**src/rtl/pulse_evt_if.sv**
```systemverilog
// Event-collector bus: raw pulse input, drain handshake and loss status.
//   master : the collector (drives evt_valid, evt_ts, evt_level, ovf[, drop_cnt])
//   slave  : the pulse source / consumer side (drives sync_pulse, evt_ready, ovf_clr)
// Optional PULSE_EVT_DROP_CNT_EN adds the 8-bit drop_cnt signal.
interface pulse_evt_if #(
    parameter int unsigned TS_W = 16,
    parameter int unsigned AW   = 3
);
    logic            sync_pulse;
    logic            evt_ready;
    logic            ovf_clr;
    logic            evt_valid;
    logic [TS_W-1:0] evt_ts;
    logic [AW:0]     evt_level;
    logic            ovf;
`ifdef PULSE_EVT_DROP_CNT_EN
    logic [7:0]      drop_cnt;
`endif

    modport master (
        input  sync_pulse,
        input  evt_ready,
        input  ovf_clr,
        output evt_valid,
        output evt_ts,
        output evt_level,
`ifdef PULSE_EVT_DROP_CNT_EN
        output drop_cnt,
`endif
        output ovf
    );

    modport slave (
        output sync_pulse,
        output evt_ready,
        output ovf_clr,
        input  evt_valid,
        input  evt_ts,
        input  evt_level,
`ifdef PULSE_EVT_DROP_CNT_EN
        input  drop_cnt,
`endif
        input  ovf
    );
endinterface

```
**src/rtl/pulse_evt_collector.sv**
```systemverilog
// pulse_evt_collector
// Turns each rising edge of a synchronised, stretched pulse into one event
// stamped with a free-running timestamp, buffers events in a show-ahead FIFO
// drained by valid/ready, and flags lost events with a sticky overflow bit.
// Ports:
//   clk              single clock, rising edge
//   rst              asynchronous, active-high reset
//   evt_bus.master   sync_pulse, evt_ready, ovf_clr in;
//                    evt_valid, evt_ts, evt_level, ovf out
// Build option:
//   PULSE_EVT_DROP_CNT_EN  adds evt_bus.drop_cnt, a saturating 8-bit count of
//                          dropped events cleared by ovf_clr.
module pulse_evt_collector #(
    parameter int unsigned TS_W  = 16,
    parameter int unsigned DEPTH = 8,
    parameter int unsigned AW    = 3
) (
    input  logic        clk,
    input  logic        rst,
    pulse_evt_if.master evt_bus
);

    localparam int unsigned PW = AW + 1;

    logic [TS_W-1:0] ts_cnt;
    logic            sync_d;
    logic [PW-1:0]   wr_ptr;
    logic [PW-1:0]   rd_ptr;
    logic [TS_W-1:0] mem [DEPTH];
    logic            ovf;

    logic            rise;
    logic            pop;
    logic            full;
    logic            push;
    logic            drop;
    logic [PW-1:0]   level;

    // Free-running timestamp, wraps naturally.
    always_ff @(posedge clk or posedge rst) begin
        if (rst) begin
            ts_cnt <= '0;
        end else begin
            ts_cnt <= ts_cnt + TS_W'(1);
        end
    end

    // Rising-edge detect; sync_d resets low so a pulse held through reset counts once.
    always_ff @(posedge clk or posedge rst) begin
        if (rst) begin
            sync_d <= 1'b0;
        end else begin
            sync_d <= evt_bus.sync_pulse;
        end
    end

    // FIFO control: a pop frees the slot the same cycle, so full+pop+rise is not a drop.
    always_comb begin
        rise  = evt_bus.sync_pulse & ~sync_d;
        level = wr_ptr - rd_ptr;
        full  = (wr_ptr[AW] != rd_ptr[AW]) && (wr_ptr[AW-1:0] == rd_ptr[AW-1:0]);
        pop   = (level != '0) & evt_bus.evt_ready;
        push  = rise & (~full | pop);
        drop  = rise & full & ~pop;
    end

    always_ff @(posedge clk or posedge rst) begin
        if (rst) begin
            wr_ptr <= '0;
            rd_ptr <= '0;
        end else begin
            if (push) begin
                wr_ptr <= wr_ptr + PW'(1);
            end
            if (pop) begin
                rd_ptr <= rd_ptr + PW'(1);
            end
        end
    end

    // Storage is intentionally not reset; the read mux masks it while empty.
    always_ff @(posedge clk) begin
        if (push) begin
            mem[wr_ptr[AW-1:0]] <= ts_cnt;
        end
    end

    // Sticky overflow: a drop in the clear cycle keeps it set.
    always_ff @(posedge clk or posedge rst) begin
        if (rst) begin
            ovf <= 1'b0;
        end else if (drop) begin
            ovf <= 1'b1;
        end else if (evt_bus.ovf_clr) begin
            ovf <= 1'b0;
        end
    end

`ifdef PULSE_EVT_DROP_CNT_EN
    logic [7:0] drop_cnt;

    // Saturating drop counter; clear and drop together leave a count of one.
    always_ff @(posedge clk or posedge rst) begin
        if (rst) begin
            drop_cnt <= 8'd0;
        end else if (evt_bus.ovf_clr) begin
            drop_cnt <= drop ? 8'd1 : 8'd0;
        end else if (drop && (drop_cnt != 8'hFF)) begin
            drop_cnt <= drop_cnt + 8'd1;
        end
    end

    assign evt_bus.drop_cnt = drop_cnt;
`endif

    // Show-ahead outputs, all derived from registered state.
    assign evt_bus.evt_valid = (level != '0);
    assign evt_bus.evt_ts    = (level != '0) ? mem[rd_ptr[AW-1:0]] : '0;
    assign evt_bus.evt_level = level;
    assign evt_bus.ovf       = ovf;

endmodule

```
**src/flat_wrapper.sv**
```systemverilog
// flat-port wrapper written by rule: the top's interface ports become plain ports
module pulse_evt_collector_flat 
#(
    parameter int unsigned TS_W  = 16,
    parameter int unsigned DEPTH = 8,
    parameter int unsigned AW    = 3
)
  (clk, rst, evt_bus_sync_pulse, evt_bus_evt_ready, evt_bus_ovf_clr, evt_bus_evt_valid, evt_bus_evt_ts, evt_bus_evt_level, evt_bus_ovf);
  pulse_evt_if #(.TS_W(TS_W), .AW(AW)) evt_bus_i ();
  input  logic clk;
  input  logic rst;
  input wire logic [$bits(evt_bus_i.sync_pulse)-1:0] evt_bus_sync_pulse;
  input wire logic [$bits(evt_bus_i.evt_ready)-1:0] evt_bus_evt_ready;
  input wire logic [$bits(evt_bus_i.ovf_clr)-1:0] evt_bus_ovf_clr;
  output wire logic [$bits(evt_bus_i.evt_valid)-1:0] evt_bus_evt_valid;
  output wire logic [$bits(evt_bus_i.evt_ts)-1:0] evt_bus_evt_ts;
  output wire logic [$bits(evt_bus_i.evt_level)-1:0] evt_bus_evt_level;
  output wire logic [$bits(evt_bus_i.ovf)-1:0] evt_bus_ovf;
  assign evt_bus_i.sync_pulse = evt_bus_sync_pulse;
  assign evt_bus_i.evt_ready = evt_bus_evt_ready;
  assign evt_bus_i.ovf_clr = evt_bus_ovf_clr;
  assign evt_bus_evt_valid = evt_bus_i.evt_valid;
  assign evt_bus_evt_ts = evt_bus_i.evt_ts;
  assign evt_bus_evt_level = evt_bus_i.evt_level;
  assign evt_bus_ovf = evt_bus_i.ovf;
  pulse_evt_collector #(.TS_W(TS_W), .DEPTH(DEPTH), .AW(AW)) u_core (.clk(clk), .rst(rst), .evt_bus(evt_bus_i));
endmodule
```
**config.mk**
```make
export PLATFORM = sky130hd
export DESIGN_NAME = pulse_evt_collector_flat
export DESIGN_NICKNAME = d
export VERILOG_FILES = /design/src/rtl/pulse_evt_if.sv /design/src/rtl/pulse_evt_collector.sv /design/src/flat_wrapper.sv
export SDC_FILE = /design/constraint.sdc
export NUM_CORES = 1
export LEC_CHECK = 0
export ABC_CLOCK_PERIOD_IN_PS = 4000
export CAP_MARGIN = 20
export CORE_ASPECT_RATIO = 1.25
export CORE_MARGIN = 2
export CORE_UTILIZATION = 25
export CTS_BUF_LIST = sky130_fd_sc_hd__clkbuf_4 sky130_fd_sc_hd__clkbuf_8
export CTS_CLUSTER_SIZE = 8
export DETAILED_ROUTE_END_ITERATION = 10
export GPL_TIMING_DRIVEN = 0
export PLACE_DENSITY_LB_ADDON = 0.3
export SYNTH_ARGS = -nofsm -noshare
export SYNTH_HDL_FRONTEND = slang
export SYNTH_SLANG_ARGS = --single-unit
```
**constraint.sdc**
```tcl
create_clock -name clk -period 4 [get_ports clk]
set_input_delay 0.8 -clock clk [delete_from_list [all_inputs] [get_ports clk]]
set_output_delay 0.8 -clock clk [all_outputs]
set_load 0.005 [all_outputs]
```
After elaboration in Yosys (flattened, before gate mapping). Memory sizes are Yosys's and may differ from the RTL's. Index checks and enable logic that the tools add are counted.

$add $sub $neg: 4. Mux-type cells: 5. Equal/unequal tests: 2. Bitwise gates (word level): 9. Reduce and logical (&&, ||, !) cells: 3.

Operators by type and width (number): 16-bit by 1-bit adder with 16-bit output (second input constant) (1); 16-bit 2-to-1 mux (1); 4-bit by 1-bit adder with 4-bit output (second input constant) (2); 1-bit AND (5); 1-bit 2-to-1 mux (4); 4-bit nonzero test (1); 4-bit subtractor (1); 3-bit == test (1); 1-bit NOT (3); 2-bit nonzero test (1); 1-bit logical AND (1); 1-bit inequality test (1); 1-bit OR (1).

Word-level logic and storage cells: 29. Register bits: 26. Memories: 1. Output and inout bits: 22. Input bits: 5. RAM bits: 128.

Memory list: u_core.mem (words 8, bits a word 16, read ports 1, clocked after Yosys merged registers in 0, write ports 1, RTL line pulse_evt_collector.sv:29) `logic [TS_W-1:0] mem [DEPTH];`.

Depth between registers and ports, before layout. Gate-level depths: netlist of the first run.

Depth in word-level cells: 7. Mapped depth: 11. Mapped depth without buffers: 10.

Worst setup path before layout of the first run. No wires, ideal clock.

Path kind: flip-flop to flip-flop. From: register u_core.rd_ptr[2]. To: memory u_core.mem[4][0] (enable). Period minus slack after synthesis: 4298 ps. Required time: 3564 ps. Setup time: 436 ps. Data arrival time: 3861 ps. Path slack: -298 ps. Buffers on the path: 2. Cell stages (with the launch flop): 10. Path through: dfrtp_1 -> clkbuf_1 -> clkinv_1 -> clkbuf_1 -> ha_1 -> xor2_1 -> or3_4 -> o21a_2 -> o21ai_2 -> nor4b_1.

Longest elaborated chain between the ends: 7. Elaborated cells between the ends (all ways): 10. Classes of those cells: add/sub: 1; eq/ne: 1; mux: 2; bitwise: 4; reduce/logical: 2.

RTL lines: start, declared (RTL line pulse_evt_collector.sv:28) `logic [PW-1:0] rd_ptr;`; start signal, assigned (RTL line pulse_evt_collector.sv:76) `rd_ptr <= rd_ptr + PW'(1);`; 4-bit subtractor (RTL line pulse_evt_collector.sv:60) `level = wr_ptr - rd_ptr;`; via evt_bus_evt_level[2] (RTL line flat_wrapper.sv:17) `output wire logic [$bits(evt_bus_i.evt_level)-1:0] evt_bus_evt_level;`; 4-bit nonzero test (RTL line pulse_evt_collector.sv:62) `pop = (level != '0) & evt_bus.evt_ready;`; 1-bit AND (RTL line pulse_evt_collector.sv:62); 1-bit OR (RTL line pulse_evt_collector.sv:63) `push = rise & (~full | pop);`; 1-bit AND (RTL line pulse_evt_collector.sv:63); 1-bit 2-to-1 mux (RTL line pulse_evt_collector.sv:83) `if (push) begin`; 1-bit 2-to-1 mux (implied by the code) (RTL line pulse_evt_collector.sv:84) `mem[wr_ptr[AW-1:0]] <= ts_cnt;`; end, declared (RTL line pulse_evt_collector.sv:29).

The timed path passes the listed nets, and every way through them passes these cells.

Final worst setup path of the first run.
From: register u_core.wr_ptr[0]. To: output evt_bus_evt_ts[2].

Longest elaborated chain between the ends: 3.

RTL lines: start, declared (RTL line pulse_evt_collector.sv:27) `logic [PW-1:0] wr_ptr;`; start signal, assigned (RTL line pulse_evt_collector.sv:73) `wr_ptr <= wr_ptr + PW'(1);`; 4-bit subtractor (RTL line pulse_evt_collector.sv:60); 4-bit nonzero test (RTL line pulse_evt_collector.sv:118) `assign evt_bus.evt_ts = (level != '0) ? mem[rd_ptr[AW-1:0]] : '0;`; 16-bit 2-to-1 mux (RTL line pulse_evt_collector.sv:118); end, declared (RTL line flat_wrapper.sv:16) `output wire logic [$bits(evt_bus_i.evt_ts)-1:0] evt_bus_evt_ts;`.

Every way passes these cells.

==> qor.txt, run 1 <==
RR Endpoint = u_core.mem[2][3]
I/O pin count = 27
Type of the worst min-delay path = register to register
Syn Inst Count = 341
Number of max-cap violations = 0
Row cnt = 64
Seq pwr share = 36.9%
Yosys Warn Count = 0
Die W = 145 um
Diode count = 0
CTS tree = done
DR WL/cell = 18.5 um
Hold Slack = 0.506 ns
Vias in the first global route = 3461
WP data arrival = 3.05 ns
RePlAce Congestion = 0.703
DRC = 0
Final worst slack = 0.146 ns
Hold Path Depth = 1
Die Y = 180 um
H-tree Lvls = 4
Largest net degree at the start of global routing = 17
CTS clk-pin slew, worst paths = 0.09 ns
Overflow after GRT = 0
First-pass detailed-route iteration total = 4
Routed Antenna Nets = 0
Most common cell after layout, fill and taps aside = edfxtp_1
Slew @ Worst Pin = 0.910 ns
DR vias = 3213
DRT iter0 DRCs = 278
Logic gate share of total power = 41.8%
Core ar. = 24400 um^2
Root Buffer = clkbuf_8
Final cycle utilization of the critical path = 96.4%
CTS sink cnt = 154
Flops & latches, synth = 154
Maximum VDD drop = 0.229 mV
Clock skew = 0.0112 ns
Final HPWL DP = 9230 um
Yosys cell types = 38
Wire length of the first global-routing pass = 21300 um
Worst-skew pair later-pin latency = 0.43 ns
Place WS = -0.949 ns
Initial antenna violation count = 0
Worst R2R Start = u_core.wr_ptr[0]
Clk buf depth = 2
Min-delay src = u_core.evt_bus.ovf
Final WL = 13800 um
Max-slew headroom = 39.2%
Sw Ratio = 33.9%
Sw power = 1.80 mW
Max FO, Critical Path = 7
Sequential area share after synthesis = 72.4%
Fin crit period = 3.85 ns
Starting Density = 25.4%
Startpoint Class = register
Fraction of layout cells with a size suffix above 1 = 29.0%
WP data required = 3.20 ns
PnR Total Power = 5.30 mW
Final setup violation count = 0
Syn Area/Cell = 18.2 um^2
Max Slew Vio Count = 0
Pint = 3.51 mW
Die area = 26100 um^2
Max Clock Freq = 259 MHz
Final Non-Filler Cells = 747
Critical Path End Type = output port
Post-Route Setup TNS = 0 ns
Commonest cells after routing, fill and taps aside = 128 x edfxtp_1, 38 x nand2_1, 32 x mux4_2
Syn nets = 353
Gr usage total = 10.9%
Port bufs = 26
TritonCTS buffer count = 17
Reg2reg setup slack = 0.56 ns
CP Launch Point = u_core.wr_ptr[0]
Clock share of power = 21.3%
Leak pwr = 2.47 nW
Fin. Hold Viols = 0
PwrDens = 703 nW/um^2
Nets = 416
Via density = 4.30
Fill cells = 2381
Status = finished, final reports clean
P&R area growth vs syn = 21.6%
Dpl cells = 713
Worst reg2reg path depth = 11
Mapped Area = 6210 um^2
Hold EP = u_core.evt_bus.ovf
Kind of critical path = register to output port
[worst max-delay path by stage]
stage                                   end  slack, ns  cells past startpoint
final                     evt_bus_evt_ts[2]       0.15                     10
after global routing      evt_bus_evt_ts[2]      -0.01                      9
after CTS                 evt_bus_evt_ts[5]      0.004                     10
after detailed placement  evt_bus_evt_ts[8]      -0.95                     10
after global placement     u_core.mem[2][4]      -3.43                      9
after floorplan            u_core.mem[4][0]      -0.30                      9
[cell usage after synthesis, drive strengths merged]
library cell  count  share of area [%]
and2b             1               0.12
xnor2            16                2.3
xor2              6               0.85
dfrtp            26                 10
fa                1               0.32
buf               9               0.75
ha                6                1.2
nor4              2               0.20
o21a              1               0.14
and4              4               0.60
o31ai             1               0.12
clkinv            1              0.060
nand4             5               0.50
and2              1               0.10
a32o              1               0.16
nand3             7               0.56
o21ai             2               0.28
or3               1               0.18
a21boi            1               0.18
and3              4               0.40
nor3              3               0.24
o211ai            1               0.20
nand2            39                2.5
inv               8               0.52
nor4b             3               0.42
clkbuf            6               0.36
mux2              2               0.48
nor2              2               0.50
nand3b            1               0.12
a21oi            20                1.6
mux4             32                 12
edfxtp          128                 62
[per-stage QoR]
step | utilization [%] | instance area (um^2)
global route | 30.9 | 7550
global placement | 28.2 | 6880
finish | 30.9 | 7550
detailed placement | 29.0 | 7090
floorplan | - | 6210
CTS | 30.8 | 7520
[critical path: stages (launching register included)]
cell and delay (ns):
dfrtp_2 0.45, inv_2 0.12, ha_1 0.17, inv_1 0.05, fa_1 0.40, xor2_2 0.17
or3_4 0.39, nor2_8 0.15, buf_4 0.19, a21oi_1 0.06, clkdlybuf4s50_1 0.45
[cell families after synthesis]
family | count (synthesis) | share of synthesized area [%]
AOI/OAI and AO/OA | 27 | 2.70
xor gates and xnor gates | 22 | 3.10
adders and majority gates | 7 | 1.53
buffers and inverters | 24 | 1.69
DFF | 154 | 72.4
muxes | 34 | 12.1
and+or+nand+nor | 73 | 6.45
[metal layers]
metal,wire [um],up-vias,GRT usage [%]
li1,-,1458,-
met1,5680,1707,12.9
met2,7590,41,19.7
met3,336,7,2.33
met4,177,0,3.72
met5,0,-,0
[sequential cells by signal, indices dropped and copies added (netlist names)]
name                flops
u_core.ts_cnt          16
u_core.evt_bus.ovf      1
u_core.sync_d           1
u_core.rd_ptr           4
u_core.mem            128
u_core.wr_ptr           4
[layout make-up]
cell class                 instances  area (um^2)  area share (%)
multi-input combinational        163         1670            22.1
clock inverter                    15          144            1.91
tap                              330          413            5.47
clock buffer                      17          234            3.10
sequential                       154         4500            59.6
buffer                            13         92.6            1.23
timing repair buffer              46          459            6.09
inverter                           9         38.8           0.514
[power groups by stage]
| stage | clock (mW) | combinational [mW] | sequential, mW |
|---|---|---|---|
| final | 1.13 | 2.22 | 1.96 |
| after global routing | 1.22 | 2.44 | 1.97 |
| after floorplan | 0 | 1.20 | 1.97 |
| after CTS | 1.15 | 2.24 | 1.96 |
| after detailed placement | 0 | 2.16 | 1.99 |
| after global placement | 0 | 2.09 | 1.99 |
[what timing repair did]
action / CTS / global route
endpoints found under the setup margin: 145 / 17
pin swaps: 1 / 0
gates cloned: 0 / 0
hold buffers: 0 / 0
gates resized for setup: 16 / 8
setup buffers: 2 / 2
Power figures use the tool's default switching activity.
==> run 2: changes to the inputs <==
- CORE_ASPECT_RATIO: 1.25 -> 0.8
==> qor.txt, run 2 (synthesis results as in run 1) <==
RR Endpoint = u_core.mem[3][14]
I/O pin count = 27
Final cycle utilization of the critical path = 95.8%
Clock skew = 0.0114 ns
WP data arrival = 3.03 ns
Area of the multi-input gates = 1670 um^2
Row cnt = 51
Register area = 4500 um^2
RSZ-0062 raised after global routing = no
Worst R2R Start = u_core.rd_ptr[1]
Nets = 413
Sw power = 1.74 mW
Most common cell after layout, fill and taps aside = edfxtp_1
Post-Route Setup TNS = 0 ns
Die area = 26100 um^2
Diode count = 0
Final setup violation count = 0
Final WL = 13500 um
H-tree Lvls = 4
Max FO, Critical Path = 17
Commonest cells after routing, fill and taps aside = 128 x edfxtp_1, 38 x nand2_1, 32 x mux4_2
Max-slew headroom = 41.0%
Wire length of the first global-routing pass = 21000 um
TritonCTS buffer count = 17
CP Launch Point = u_core.rd_ptr[1]
CTS sink cnt = 154
DRC = 0
Routed Antenna Nets = 0
Max Slew Vio Count = 0
Worst reg2reg path depth = 9
Fin crit period = 3.83 ns
Via density = 4.34
Hold-fix buffers at CTS = 0
PnR Total Power = 5.39 mW
Overflow after GRT = 0
Kind of critical path = register to output port
Port bufs = 26
Startpoint Class = register
RePlAce Congestion = 0.692
Leak pwr = 2.48 nW
Initial antenna violation count = 0
Logic gate share of total power = 40.9%
Root Buffer = clkbuf_8
CP max stage delay = 0.45 ns
WP data required = 3.20 ns
Worst setup path endpoint = evt_bus_evt_ts[3]
Critical-path top delay cell = clkdlybuf4s50_1
Gr usage total = 11.1%
Fraction of layout cells with a size suffix above 1 = 28.5%
Fill cells = 2408
Number of max-cap violations = 0
Max reg flops = 128
DRT iter0 DRCs = 177
Hold Slack = 0.513 ns
P&R area growth vs syn = 21.4%
Critical Path End Type = output port
Type of the worst min-delay path = register to register
Worst-skew pair later-pin latency = 0.45 ns
Seq pwr share = 36.4%
Maximum VDD drop = 0.289 mV
Vias in the first global route = 3421
Largest net degree at the start of global routing = 21
Die Y = 145 um
Status = finished, final reports clean
Clk buf depth = 2
Fin. Hold Viols = 0
CTS tree = done
Slew @ Worst Pin = 0.880 ns
Pint = 3.64 mW
DR WL/cell = 18.5 um
PwrDens = 715 nW/um^2
Die W = 180 um
Clock share of power = 22.7%
DR vias = 3179
CP cell instances = buf_8 > inv_1 > fa_1 > xor2_1 > or3_4 > nor2_8 > buf_6 > a21oi_1 > clkdlybuf4s50_1
Sw Ratio = 32.4%
CTS clk-pin slew, worst paths = 0.08 ns
First-pass detailed-route iteration total = 4
Reg2reg setup slack = 0.81 ns
Max Clock Freq = 261 MHz
Starting Density = 25.5%
Core ar. = 24400 um^2
Final HPWL DP = 9060 um
[run 2: worst min path at each step]
stage / startpoint / end / slack, ns / cells after the start
final: u_core.evt_bus.ovf / u_core.evt_bus.ovf / 0.51 / 1
after global routing: u_core.evt_bus.ovf / u_core.evt_bus.ovf / 0.55 / 1
after CTS: u_core.evt_bus.ovf / u_core.evt_bus.ovf / 0.52 / 1
after detailed placement: u_core.evt_bus.ovf / u_core.evt_bus.ovf / 0.50 / 1
after global placement: u_core.evt_bus.ovf / u_core.evt_bus.ovf / 0.49 / 1
after floorplan: u_core.evt_bus.ovf / u_core.evt_bus.ovf / 0.49 / 1
[run 2: final cells by class]
type	count	share of cell area (%)
plain buffers	12	1.03
clock buffers	21	3.67
clock inverters	11	1.91
inverters	9	0.548
multi-input cells	163	22.2
flip-flops and latches	154	59.7
well taps	318	5.28
repair buffers	44	5.66
[run 2: metal layers]
| metal | wire length (um) | GRT usage [%] |
|---|---|---|
| met2 | 6410 | 16.9 |
| met4 | 206 | 4.48 |
| met1 | 6570 | 15.2 |
| met5 | 0 | 0 |
| met3 | 361 | 2.74 |
[run 2: per-stage QoR]
step                      area [um^2]  setup WS [ns]  std cells  util, %
after floorplan                  6210         -0.298        341        -
after global placement           6860          -3.49        685     28.2
after detailed placement         7050         -0.901        700     28.9
after CTS                        7510        0.00849        732     30.8
after global routing             7530         0.0197        732     30.9
final                            7530          0.168        732     30.9
[run 2: timing repair]
action | 4_1_cts | 5_1_grt
endpoints found under the setup margin | 145 | 17
buffers inserted | 2 | 1
endpoints found under the hold margin | 0 | 0
pin swaps | 1 | 0
resized for setup | 16 | 8
[run 2: power by group through the flow]
stage	Combinational [mW]	Sequential, mW	Clock (mW)
3_5_place_dp	2.16	1.99	0
3_3_place_gp	2.09	1.99	0
6_report	2.20	1.96	1.22
4_1_cts	2.21	1.97	1.26
2_1_floorplan	1.20	1.97	0
5_1_grt	2.41	1.97	1.32
[run 2: critical path, delay by kind of cell, from the launching register on]
family | cells | cell delay [ns]
buffers and inverters | 4 | 0.95
AND/OR/NAND/NOR | 2 | 0.54
adder cells (fa/ha/maj) | 1 | 0.44
flip-flops | 1 | 0.40
XOR/XNOR | 1 | 0.17
AO/OA/AOI/OAI | 1 | 0.07
